--- src/rtl/memory_arbiter_if.sv ---
// -----------------------------------------------------------------------------
// memory_arbiter_if
// Purpose : Groups the three core-side memory ports (fetch, data read, data
//           write) and the external single-port memory bus into one bundle.
// Signals : ia/ia_enable -> iv/iv_valid                 instruction fetch
//           da_in/da_in_enable -> dv_in/dv_in_valid     data read
//           da_out/dv_out/da_out_enable -> dv_out_valid data write
//           mem_address/mem_request/mem_write/mem_wdata -> mem_rdata/mem_ack
// Modports: master - the arbiter (drives results and the memory bus)
//           slave  - the surroundings (core ports plus the memory itself)
// -----------------------------------------------------------------------------
interface memory_arbiter_if #(
  parameter int WIDTH = 32
);
  logic [WIDTH-1:0] ia;
  logic             ia_enable;
  logic [WIDTH-1:0] iv;
  logic             iv_valid;

  logic [WIDTH-1:0] da_in;
  logic             da_in_enable;
  logic [WIDTH-1:0] dv_in;
  logic             dv_in_valid;

  logic [WIDTH-1:0] da_out;
  logic             da_out_enable;
  logic [WIDTH-1:0] dv_out;
  logic             dv_out_valid;

  logic [WIDTH-1:0] mem_address;
  logic             mem_request;
  logic             mem_write;
  logic [WIDTH-1:0] mem_wdata;
  logic [WIDTH-1:0] mem_rdata;
  logic             mem_ack;

  modport master (
    input  ia, ia_enable, da_in, da_in_enable, da_out, da_out_enable, dv_out,
           mem_rdata, mem_ack,
    output iv, iv_valid, dv_in, dv_in_valid, dv_out_valid,
           mem_address, mem_request, mem_write, mem_wdata
  );

  modport slave (
    output ia, ia_enable, da_in, da_in_enable, da_out, da_out_enable, dv_out,
           mem_rdata, mem_ack,
    input  iv, iv_valid, dv_in, dv_in_valid, dv_out_valid,
           mem_address, mem_request, mem_write, mem_wdata
  );
endinterface

--- src/rtl/memory_arbiter.sv ---
// -----------------------------------------------------------------------------
// memory_arbiter
// Purpose : Merges the core's fetch, data-read and data-write ports onto one
//           external single-port memory bus, one transaction at a time.
//           Each transaction runs IDLE -> ISSUE -> DONE; the requesting port
//           sees a one-cycle valid pulse in DONE.
// Ports   : clock - rising-edge clock
//           reset - synchronous, active-high
//           bus   - memory_arbiter_if.master (core ports and memory bus)
// Config  : MEMORY_ARBITER_ROUND_ROBIN_EN
//             undefined: fixed priority write > read > fetch
//             defined  : rotating priority fetch -> read -> write, search
//                        starting at a pointer that moves past each grant
// Note    : WIDTH must match the WIDTH of the connected interface instance.
// -----------------------------------------------------------------------------
module memory_arbiter #(
  parameter int WIDTH = 32
) (
  input  logic             clock,
  input  logic             reset,
  memory_arbiter_if.master bus
);

  localparam logic [1:0] S_IDLE  = 2'd0;
  localparam logic [1:0] S_ISSUE = 2'd1;
  localparam logic [1:0] S_DONE  = 2'd2;

  // Grant encoding; G_NONE doubles as "no request" from the selector.
  localparam logic [1:0] G_NONE  = 2'd0;
  localparam logic [1:0] G_FETCH = 2'd1;
  localparam logic [1:0] G_READ  = 2'd2;
  localparam logic [1:0] G_WRITE = 2'd3;

  logic [1:0]       state;
  logic [1:0]       grant;
  logic [WIDTH-1:0] addr_q;
  logic [WIDTH-1:0] wdata_q;
  logic             write_q;
  logic [WIDTH-1:0] iv_q;
  logic [WIDTH-1:0] dv_in_q;

  logic [1:0]       pick;
  logic [WIDTH-1:0] next_addr;

`ifdef MEMORY_ARBITER_ROUND_ROBIN_EN
  // Pointer is a port index: 0 = fetch, 1 = read, 2 = write.
  logic [1:0] rr_ptr;
  logic [1:0] next_ptr;

  // NOTE: every always_comb output gets a default before any branch so that
  // no path leaves it unassigned, which would otherwise infer a latch.
  always_comb begin
    pick = G_NONE;
    unique case (rr_ptr)
      2'd0: begin
        if (bus.ia_enable)          pick = G_FETCH;
        else if (bus.da_in_enable)  pick = G_READ;
        else if (bus.da_out_enable) pick = G_WRITE;
      end
      2'd1: begin
        if (bus.da_in_enable)       pick = G_READ;
        else if (bus.da_out_enable) pick = G_WRITE;
        else if (bus.ia_enable)     pick = G_FETCH;
      end
      default: begin
        if (bus.da_out_enable)      pick = G_WRITE;
        else if (bus.ia_enable)     pick = G_FETCH;
        else if (bus.da_in_enable)  pick = G_READ;
      end
    endcase
  end

  // Pointer moves to the port after the granted one. With this grant
  // encoding that is the grant code itself, except write wraps to fetch.
  assign next_ptr = (pick == G_WRITE) ? 2'd0 : pick;
`else
  // NOTE: every always_comb output gets a default before any branch so that
  // no path leaves it unassigned, which would otherwise infer a latch.
  always_comb begin
    pick = G_NONE;
    if (bus.da_out_enable)      pick = G_WRITE;
    else if (bus.da_in_enable)  pick = G_READ;
    else if (bus.ia_enable)     pick = G_FETCH;
  end
`endif

  always_comb begin
    next_addr = bus.ia;
    unique case (pick)
      G_READ:  next_addr = bus.da_in;
      G_WRITE: next_addr = bus.da_out;
      default: ;
    endcase
  end

  // NOTE: sequential state uses non-blocking assignments so every register
  // samples the pre-edge values, independent of statement order.
  always_ff @(posedge clock) begin
    if (reset) begin
      state   <= S_IDLE;
      grant   <= G_NONE;
      addr_q  <= '0;
      wdata_q <= '0;
      write_q <= 1'b0;
      iv_q    <= '0;
      dv_in_q <= '0;
`ifdef MEMORY_ARBITER_ROUND_ROBIN_EN
      rr_ptr  <= 2'd0;
`endif
    end else begin
      unique case (state)
        S_IDLE: begin
          if (pick != G_NONE) begin
            // Everything the bus needs is captured here so later changes on
            // the requesting port cannot disturb the transaction.
            grant   <= pick;
            addr_q  <= next_addr;
            wdata_q <= bus.dv_out;
            write_q <= (pick == G_WRITE);
            state   <= S_ISSUE;
`ifdef MEMORY_ARBITER_ROUND_ROBIN_EN
            rr_ptr  <= next_ptr;
`endif
          end
        end
        S_ISSUE: begin
          // ack is only honoured here; in IDLE/DONE it is ignored.
          if (bus.mem_ack) begin
            if (grant == G_FETCH) iv_q    <= bus.mem_rdata;
            if (grant == G_READ)  dv_in_q <= bus.mem_rdata;
            state <= S_DONE;
          end
        end
        S_DONE: begin
          grant <= G_NONE;
          state <= S_IDLE;
        end
        default: state <= S_IDLE;
      endcase
    end
  end

  // Outputs decode directly from registered state, so a valid pulse and
  // mem_request can never coincide (DONE vs ISSUE).
  assign bus.mem_request  = (state == S_ISSUE);
  assign bus.mem_write    = write_q & bus.mem_request;
  assign bus.mem_address  = addr_q;
  assign bus.mem_wdata    = wdata_q;
  assign bus.iv           = iv_q;
  assign bus.dv_in        = dv_in_q;
  assign bus.iv_valid     = (state == S_DONE) && (grant == G_FETCH);
  assign bus.dv_in_valid  = (state == S_DONE) && (grant == G_READ);
  assign bus.dv_out_valid = (state == S_DONE) && (grant == G_WRITE);

endmodule
--- src/flat_wrapper.sv ---
// flat-port wrapper written by rule: the top's interface ports become plain ports
module memory_arbiter_flat 
#(
  parameter int WIDTH = 32
)
  (clock, reset, bus_ia, bus_ia_enable, bus_da_in, bus_da_in_enable, bus_da_out, bus_da_out_enable, bus_dv_out, bus_mem_rdata, bus_mem_ack, bus_iv, bus_iv_valid, bus_dv_in, bus_dv_in_valid, bus_dv_out_valid, bus_mem_address, bus_mem_request, bus_mem_write, bus_mem_wdata);
  memory_arbiter_if #(.WIDTH(WIDTH)) bus_i ();
  input  logic clock;
  input  logic reset;
  input wire logic [$bits(bus_i.ia)-1:0] bus_ia;
  input wire logic [$bits(bus_i.ia_enable)-1:0] bus_ia_enable;
  input wire logic [$bits(bus_i.da_in)-1:0] bus_da_in;
  input wire logic [$bits(bus_i.da_in_enable)-1:0] bus_da_in_enable;
  input wire logic [$bits(bus_i.da_out)-1:0] bus_da_out;
  input wire logic [$bits(bus_i.da_out_enable)-1:0] bus_da_out_enable;
  input wire logic [$bits(bus_i.dv_out)-1:0] bus_dv_out;
  input wire logic [$bits(bus_i.mem_rdata)-1:0] bus_mem_rdata;
  input wire logic [$bits(bus_i.mem_ack)-1:0] bus_mem_ack;
  output wire logic [$bits(bus_i.iv)-1:0] bus_iv;
  output wire logic [$bits(bus_i.iv_valid)-1:0] bus_iv_valid;
  output wire logic [$bits(bus_i.dv_in)-1:0] bus_dv_in;
  output wire logic [$bits(bus_i.dv_in_valid)-1:0] bus_dv_in_valid;
  output wire logic [$bits(bus_i.dv_out_valid)-1:0] bus_dv_out_valid;
  output wire logic [$bits(bus_i.mem_address)-1:0] bus_mem_address;
  output wire logic [$bits(bus_i.mem_request)-1:0] bus_mem_request;
  output wire logic [$bits(bus_i.mem_write)-1:0] bus_mem_write;
  output wire logic [$bits(bus_i.mem_wdata)-1:0] bus_mem_wdata;
  assign bus_i.ia = bus_ia;
  assign bus_i.ia_enable = bus_ia_enable;
  assign bus_i.da_in = bus_da_in;
  assign bus_i.da_in_enable = bus_da_in_enable;
  assign bus_i.da_out = bus_da_out;
  assign bus_i.da_out_enable = bus_da_out_enable;
  assign bus_i.dv_out = bus_dv_out;
  assign bus_i.mem_rdata = bus_mem_rdata;
  assign bus_i.mem_ack = bus_mem_ack;
  assign bus_iv = bus_i.iv;
  assign bus_iv_valid = bus_i.iv_valid;
  assign bus_dv_in = bus_i.dv_in;
  assign bus_dv_in_valid = bus_i.dv_in_valid;
  assign bus_dv_out_valid = bus_i.dv_out_valid;
  assign bus_mem_address = bus_i.mem_address;
  assign bus_mem_request = bus_i.mem_request;
  assign bus_mem_write = bus_i.mem_write;
  assign bus_mem_wdata = bus_i.mem_wdata;
  memory_arbiter #(.WIDTH(WIDTH)) u_core (.clock(clock), .reset(reset), .bus(bus_i));
endmodule
--- config.mk ---
export PLATFORM = sky130hd
export DESIGN_NAME = memory_arbiter_flat
export DESIGN_NICKNAME = d
export VERILOG_FILES = /design/src/rtl/memory_arbiter_if.sv /design/src/rtl/memory_arbiter.sv /design/src/flat_wrapper.sv
export SDC_FILE = /design/constraint.sdc
export NUM_CORES = 1
export LEC_CHECK = 0
export ABC_AREA = 0
export CORE_AREA = 2 2 125 127
export DETAILED_ROUTE_END_ITERATION = 8
export DIE_AREA = 0 0 127 129
export GPL_TIMING_DRIVEN = 0
export PLACE_DENSITY = 0.88
export SYNTH_ARGS = -nofsm -noshare
export SYNTH_HDL_FRONTEND = slang
export SYNTH_SLANG_ARGS = --single-unit
--- constraint.sdc ---
create_clock -name clock -period 1.87 [get_ports clock]
set_clock_uncertainty 0.05 [all_clocks]
set_input_delay 0.2805 -clock clock [delete_from_list [all_inputs] [get_ports clock]]
set_output_delay 0.2805 -clock clock [all_outputs]
set_load 0.01 [all_outputs]
## After elaboration in Yosys (flattened, before gate mapping)

Index checks and enable logic that the tools add are counted.

| operators by class | value |
|---|---|
| equality and inequality tests | 9 |
| mux-type cells | 9 |
| bitwise operators | 1 |
| reductions and logical operators | 11 |

Operator list:

| kind | count |
|---|---|
| 32-bit one-hot mux with 2 select lines | 1 |
| 2-bit == test, second input constant | 5 |
| 2-bit 2-to-1 mux | 5 |
| 2-bit one-hot mux with 2 select lines | 2 |
| 2-bit AND reduction | 3 |
| 3-bit AND reduction | 2 |
| 2-bit by 1-bit == test with 1-bit output, second input constant | 2 |
| 2-bit nonzero test | 2 |
| 1-bit logical AND | 3 |
| 2-bit logical NOT | 1 |
| 2-bit by 1-bit inequality test with 1-bit output, second input constant | 1 |
| 2-bit inequality test, second input constant | 1 |
| 1-bit bitwise AND | 1 |
| 1-bit 2-to-1 mux | 1 |

| word-level totals | value |
|---|---|
| register bits after elaboration | 133 |
| output and inout bits | 133 |
| logic and storage cells | 37 |

## Depth between registers and ports, before layout

Gate-level depths: netlist of the first run.

| depth | value |
|---|---|
| word-level depth | 6 |
| mapped depth | 7 |

## Worst setup path after synthesis of the first run

OpenSTA, ideal clock, no wires.

| timing path | value |
|---|---|
| path kind | reg-to-reg |
| start point | register u_core.state[0] |
| end point | register u_core.addr_q[10] (netlist: u_core.bus.mem_address[10]) |
| data arrival time | 1.498 ns |
| slack | 0.249 ns |
| stages on the path, launching flop included | 8 |
| path buffers | 4 |
| clock period less this slack | 1.621 ns |
| cell sequence | dfxtp_1 > buf_6 > or2_0 > buf_2 > or3_1 > buf_2 > buf_6 > o22ai_2 |

| between the ends | value |
|---|---|
| word-level cells in the longest chain between the ends | 2 |

RTL lines:

| element | RTL line | source |
|---|---|---|
| start, declared | memory_arbiter.sv:34 | `logic [1:0] state;` |
| start signal, assigned | memory_arbiter.sv:100 | `state <= S_IDLE;` |
| start signal, assigned | memory_arbiter.sv:120 | `state <= S_ISSUE;` |
| start signal, assigned | memory_arbiter.sv:131 | `state <= S_DONE;` |
| 2-bit logical NOT | memory_arbiter.sv:111 | `unique case (state)` |
| 2-bit AND reduction (no line) | -- |  |
| end signal, assigned | memory_arbiter.sv:117 | `addr_q <= next_addr;` |
| end, declared | memory_arbiter.sv:36 | `logic [WIDTH-1:0] addr_q;` |

No other way between the ends.
A chain may end at the register's enable or synchronous reset.

## Worst setup path in the final report of the first run

| timing path | value |
|---|---|
| start point | input bus_da_out_enable |
| end point | register u_core.wdata_q[16] (netlist: u_core.bus.mem_wdata[16]) |

| between the ends | value |
|---|---|
| word-level cells in the longest chain between the ends | 3 |

RTL lines:

| element | RTL line | source |
|---|---|---|
| start, declared | flat_wrapper.sv:15 | `input wire logic [$bits(bus_i.da_out_enable)-1:0] bus_da_out_enable;` |
| 2-bit 2-to-1 mux | memory_arbiter.sv:81 | `if (bus.da_out_enable) pick = G_WRITE;` |
| 2-bit nonzero test | memory_arbiter.sv:113 | `if (pick != G_NONE) begin` |
| 2-bit AND reduction (no line) | -- |  |
| end signal, assigned | memory_arbiter.sv:118 | `wdata_q <= bus.dv_out;` |
| end, declared | memory_arbiter.sv:37 | `logic [WIDTH-1:0] wdata_q;` |

No other way between the ends.

==> results of run 1 <==
-- placed cells by master, fill, tap and decap left out, types with 2 or more instances in the layout --
master                            synthesis  routed
sky130_fd_sc_hd__dfxtp_1                133     130
sky130_fd_sc_hd__nand2_1                  2       2
sky130_fd_sc_hd__o22ai_2                 30      30
sky130_fd_sc_hd__dlygate4sd2_1            0       4
sky130_fd_sc_hd__and3b_1                  2       2
sky130_fd_sc_hd__nand2b_4                 0       2
sky130_fd_sc_hd__nand2b_1                37      35
sky130_fd_sc_hd__o22ai_1                  2       2
sky130_fd_sc_hd__clkbuf_16                0      17
sky130_fd_sc_hd__dfxtp_2                  0       3
sky130_fd_sc_hd__clkbuf_8                 0       3
sky130_fd_sc_hd__bufinv_16                0       4
sky130_fd_sc_hd__nor2_1                   6       5
sky130_fd_sc_hd__clkdlybuf4s50_1          0     291
sky130_fd_sc_hd__clkinvlp_4               0       2
sky130_fd_sc_hd__a21oi_1                 99      99
sky130_fd_sc_hd__nor2b_1                  3       2
sky130_fd_sc_hd__mux2i_1                 32      32
sky130_fd_sc_hd__buf_1                    8       3
sky130_fd_sc_hd__buf_2                    7       7
sky130_fd_sc_hd__clkbuf_1                53      45
sky130_fd_sc_hd__clkinv_2                 0       2
sky130_fd_sc_hd__o21ai_0                 97      97
sky130_fd_sc_hd__mux2_2                  32      32
sky130_fd_sc_hd__or3_1                    2       2
sky130_fd_sc_hd__nand3_1                 96      96
sky130_fd_sc_hd__inv_6                    0       2
sky130_fd_sc_hd__clkbuf_2                 0      12
sky130_fd_sc_hd__buf_6                    4       4
-- power by group --
part,total [mW],internal (mW),switching (mW)
Sequential,3.10,3.01,0.0925
Combinational,1.68,0.895,0.789
Clock,3.62,2.35,1.28
-- registers in the layout, summed over array words and instances, names as in the netlist --
signal and flops:
u_core.bus.mem_wdata 32, u_core.bus.mem_address 32, u_core.bus.iv 32, u_core.write_q 1, u_core.bus.dv_in 32, u_core.state 2
u_core.grant 2
-- worst min path at each step --
| stage | startpoint | endpoint | slack [ps] | depth (start not counted) |
|---|---|---|---|---|
| after floorplan | bus_mem_rdata[0] | u_core.bus.dv_in[0] | 380 | 2 |
| after detailed placement | u_core.bus.mem_wdata[7] | u_core.bus.mem_wdata[7] | 420 | 2 |
| after global routing | bus_dv_out[11] | u_core.bus.mem_wdata[11] | 380 | 3 |
| after CTS | bus_dv_out[11] | u_core.bus.mem_wdata[11] | 370 | 3 |
| final | reset | u_core.bus.mem_address[1] | 380 | 3 |
| after global placement | u_core.bus.mem_wdata[8] | u_core.bus.mem_wdata[8] | 410 | 2 |
-- metal layers --
layer,wire [um],global-route usage,part of all wire,vias up
li1,-,-,-,2989
met5,0,0,0,-
met2,10200,0.414,0.48,323
met1,8560,0.306,0.41,2991
met4,733,0.112,0.035,0
met3,1590,0.0599,0.076,54
-- cell usage after synthesis --
| library cell | n |
|---|---|
| sky130_fd_sc_hd__nand2b_1 | 37 |
| sky130_fd_sc_hd__nand3_1 | 96 |
| sky130_fd_sc_hd__nor2b_1 | 3 |
| sky130_fd_sc_hd__a21oi_1 | 99 |
| sky130_fd_sc_hd__o21ai_0 | 97 |
| sky130_fd_sc_hd__nand3b_1 | 1 |
| sky130_fd_sc_hd__o22ai_2 | 30 |
| sky130_fd_sc_hd__nor3_2 | 1 |
| sky130_fd_sc_hd__nor2_1 | 6 |
| sky130_fd_sc_hd__o22ai_1 | 2 |
| sky130_fd_sc_hd__and3b_1 | 2 |
| sky130_fd_sc_hd__nand2_1 | 2 |
| sky130_fd_sc_hd__dfxtp_1 | 133 |
| sky130_fd_sc_hd__or2_0 | 1 |
| sky130_fd_sc_hd__mux2_2 | 32 |
| sky130_fd_sc_hd__mux2i_1 | 32 |
| sky130_fd_sc_hd__clkbuf_1 | 53 |
| sky130_fd_sc_hd__inv_1 | 1 |
| sky130_fd_sc_hd__and3_1 | 1 |
| sky130_fd_sc_hd__and2_1 | 1 |
| sky130_fd_sc_hd__or3_1 | 2 |
| sky130_fd_sc_hd__a211oi_1 | 1 |
| sky130_fd_sc_hd__o21ba_2 | 1 |
| sky130_fd_sc_hd__o21bai_1 | 1 |
| sky130_fd_sc_hd__o21ai_1 | 1 |
| sky130_fd_sc_hd__buf_6 | 4 |
| sky130_fd_sc_hd__nor3_1 | 1 |
| sky130_fd_sc_hd__buf_2 | 7 |
| sky130_fd_sc_hd__buf_1 | 8 |
-- final cells by class --
type                    count  area (um^2)
clock inverters            11          171
clock buffers              21          470
inverters                   1         3.75
fillers                  1243         5220
plain buffers              70          319
multi-input cells         450         2940
flip-flops and latches    133         2670
well taps                 188          235
repair buffers            296         2950
-- kinds of logic after synthesis --
family	synth area share
flip-flops	0.452
AO/OA/AOI/OAI	0.238
buffers and inverters	0.0531
multiplexers	0.116
AND/OR/NAND/NOR	0.141
-- metrics by stage --
stage          utilization  hold WS (ps)  setup slack, ps
6_report             0.651           382             70.6
5_1_grt              0.651           383            -35.0
4_1_cts              0.651           372             14.8
3_3_place_gp         0.607           410             -455
2_1_floorplan            -           378              249
3_5_place_dp         0.607           415             -503
-- critical path, cell delays in order --
cell	delay, ps
sky130_fd_sc_hd__clkdlybuf4s50_1	430
sky130_fd_sc_hd__nor3_2	570
sky130_fd_sc_hd__clkbuf_1	400
sky130_fd_sc_hd__o21ai_0	190
sky130_fd_sc_hd__a21oi_1	200
==> run_results.csv, run 1 <==
group,metric,value,unit
floorplanning,die_h,129,um
grt,grt_first_pass_wirelength,32300,um
logic_synthesis,synth.lib_cells_used.distinct,29,
run,cap_violations,0,
grt,first_global_vias,6277,
timing,timing.final.crit_period,1800,ps
route,total_iterations_of_the_first_detailed_routing_run,6,
worst_setup_path,end_kind,"flip-flop",
grt,grt_start_max_net_pins,17,
cts,post_cts_resize_count,20,
timing,tightest_pin_transition,650,ps
route,drc,0,
placement,cell_area_after_placement,9080,um^2
power_and_ir_drop,power.ir.vdd_worst,0.000655,V
timing,final_max_slew_viol_count,0,
cells_and_area,final_layout_size_suffix_gt1_frac,0.128,
logic_synthesis,postSynthAreaPerCell,8.97,um^2
worst_setup_path,timing.critical_path.arrival,2080,ps
cells_and_area,count_of_inserted_antenna_diode_cells,0,
timing,grt_setup_unrepaired,"yes",
logic_synthesis,synth_top_cell_by_area,"sky130_fd_sc_hd__dfxtp_1",
cts,clk_latency,410,ps
worst_setup_path,worstSetupPathType,"primary input to flip-flop",
cells_and_area,finalNonFillerCells,1170,
cts,htreeDepth,4,
placement,portBuffers,296,
route,num_vias,6357,
floorplanning,placeableCoreArea,15000,um^2
power_and_ir_drop,post-layout-total-power,8.41,mW
cts,clk_pin_slew,60,ps
worst_setup_path,regToRegEndpoint,"u_core.bus.mem_address[28]",
cells_and_area,finish.net_count,1135,
worst_setup_path,worst_r2r_path_depth,7,
worst_setup_path,worst-r2r-setup-slack,90,ps
floorplanning,initial_core_util,0.393,
route,ant_nets,0,
floorplanning,dieWidth,127,um
power_and_ir_drop,cellLeakagePower,3.47,nW
cts,tritoncts,"built",
worst_setup_path,worst_ep_required,2150,ps
logic_synthesis,synthesis.area,5890,um^2
floorplanning,dieArea,16400,um^2
timing,finalSetupViolCount,0,
cells_and_area,syn_to_final_growth,65.7,%
cells_and_area,stdcell_area,9760,um^2
grt,grt_util_all_layers,0.248,
worst_setup_path,critPathCapture,"u_core.bus.mem_wdata[16]",
logic_synthesis,warnings_synthesis,0,
floorplanning,num_rows,45,
cts,cts.sink_count,133,
worst_setup_path,worstSetupStartpoint,"bus_da_out_enable",
worst_setup_path,critical_path.startpoint_type,"primary input",
logic_synthesis,synth.top_cells.by_area,"sky130_fd_sc_hd__dfxtp_1 45%, sky130_fd_sc_hd__a21oi_1 8.4%, sky130_fd_sc_hd__o21ai_0 8.2%, sky130_fd_sc_hd__nand3_1 8.2%, sky130_fd_sc_hd__o22ai_2 6.4%",
cts,cts-hold-fix-buffers,0,
timing,max_clock_freq,0.556,GHz
route,detail_route.vias_per_cell,5.43,
timing,setup-tns-final,0,ps
timing,layout_worst_path_cycle_share,0.962,
worst_setup_path,worstPathMaxFanout,10,
grt,antenna_found_initial,0,
worst_hold_path,timing.hold.worst.class,"primary input to flip-flop",
placement,hpwl_reported_at_the_end_of_detailed_placement,15400,um
grt,globalRouteOverflowTotal,0,
cts,max-clock-path-buffers,2,
logic_synthesis,synth_top_area_frac,0.452,
logic_synthesis,seq_area_frac_synth,0.452,
logic_synthesis,syn-num-nets,822,
worst_setup_path,crit-reg2reg-launch,"u_core.state[0]",
route,drtIter0Drc,472,
timing,report.final.hold_viol_count,0,
placement,placed_cells,1140,
power_and_ir_drop,power.density,862,nW/um^2
cts,cts_inserted_buffers,17,
logic_synthesis,ys_seq_elements,133,
route,detail_route.wirelength,21100,um
cts,cts_root_buffer,"sky130_fd_sc_hd__clkbuf_16",
placement,routability_congestion_estimate,0.864,
run_status,run_status,"completed",
route,drt-wirelength-per-cell,18.0,um
timing,worst_slew_slack_as_a_fraction_of_its_limit,0.564,
logic_synthesis,netlist_instances,656,
floorplanning,boundaryPins,299,
cts,post-cts-setup-buffers,0,
(Power assumes the default switching activity.)
==> run 2, diff against run 1 <==
SLEW_MARGIN = 20   (was unset)
==> results of run 2 <==
Same layout as run 1: the final DEF is identical, and so are final timing and power.
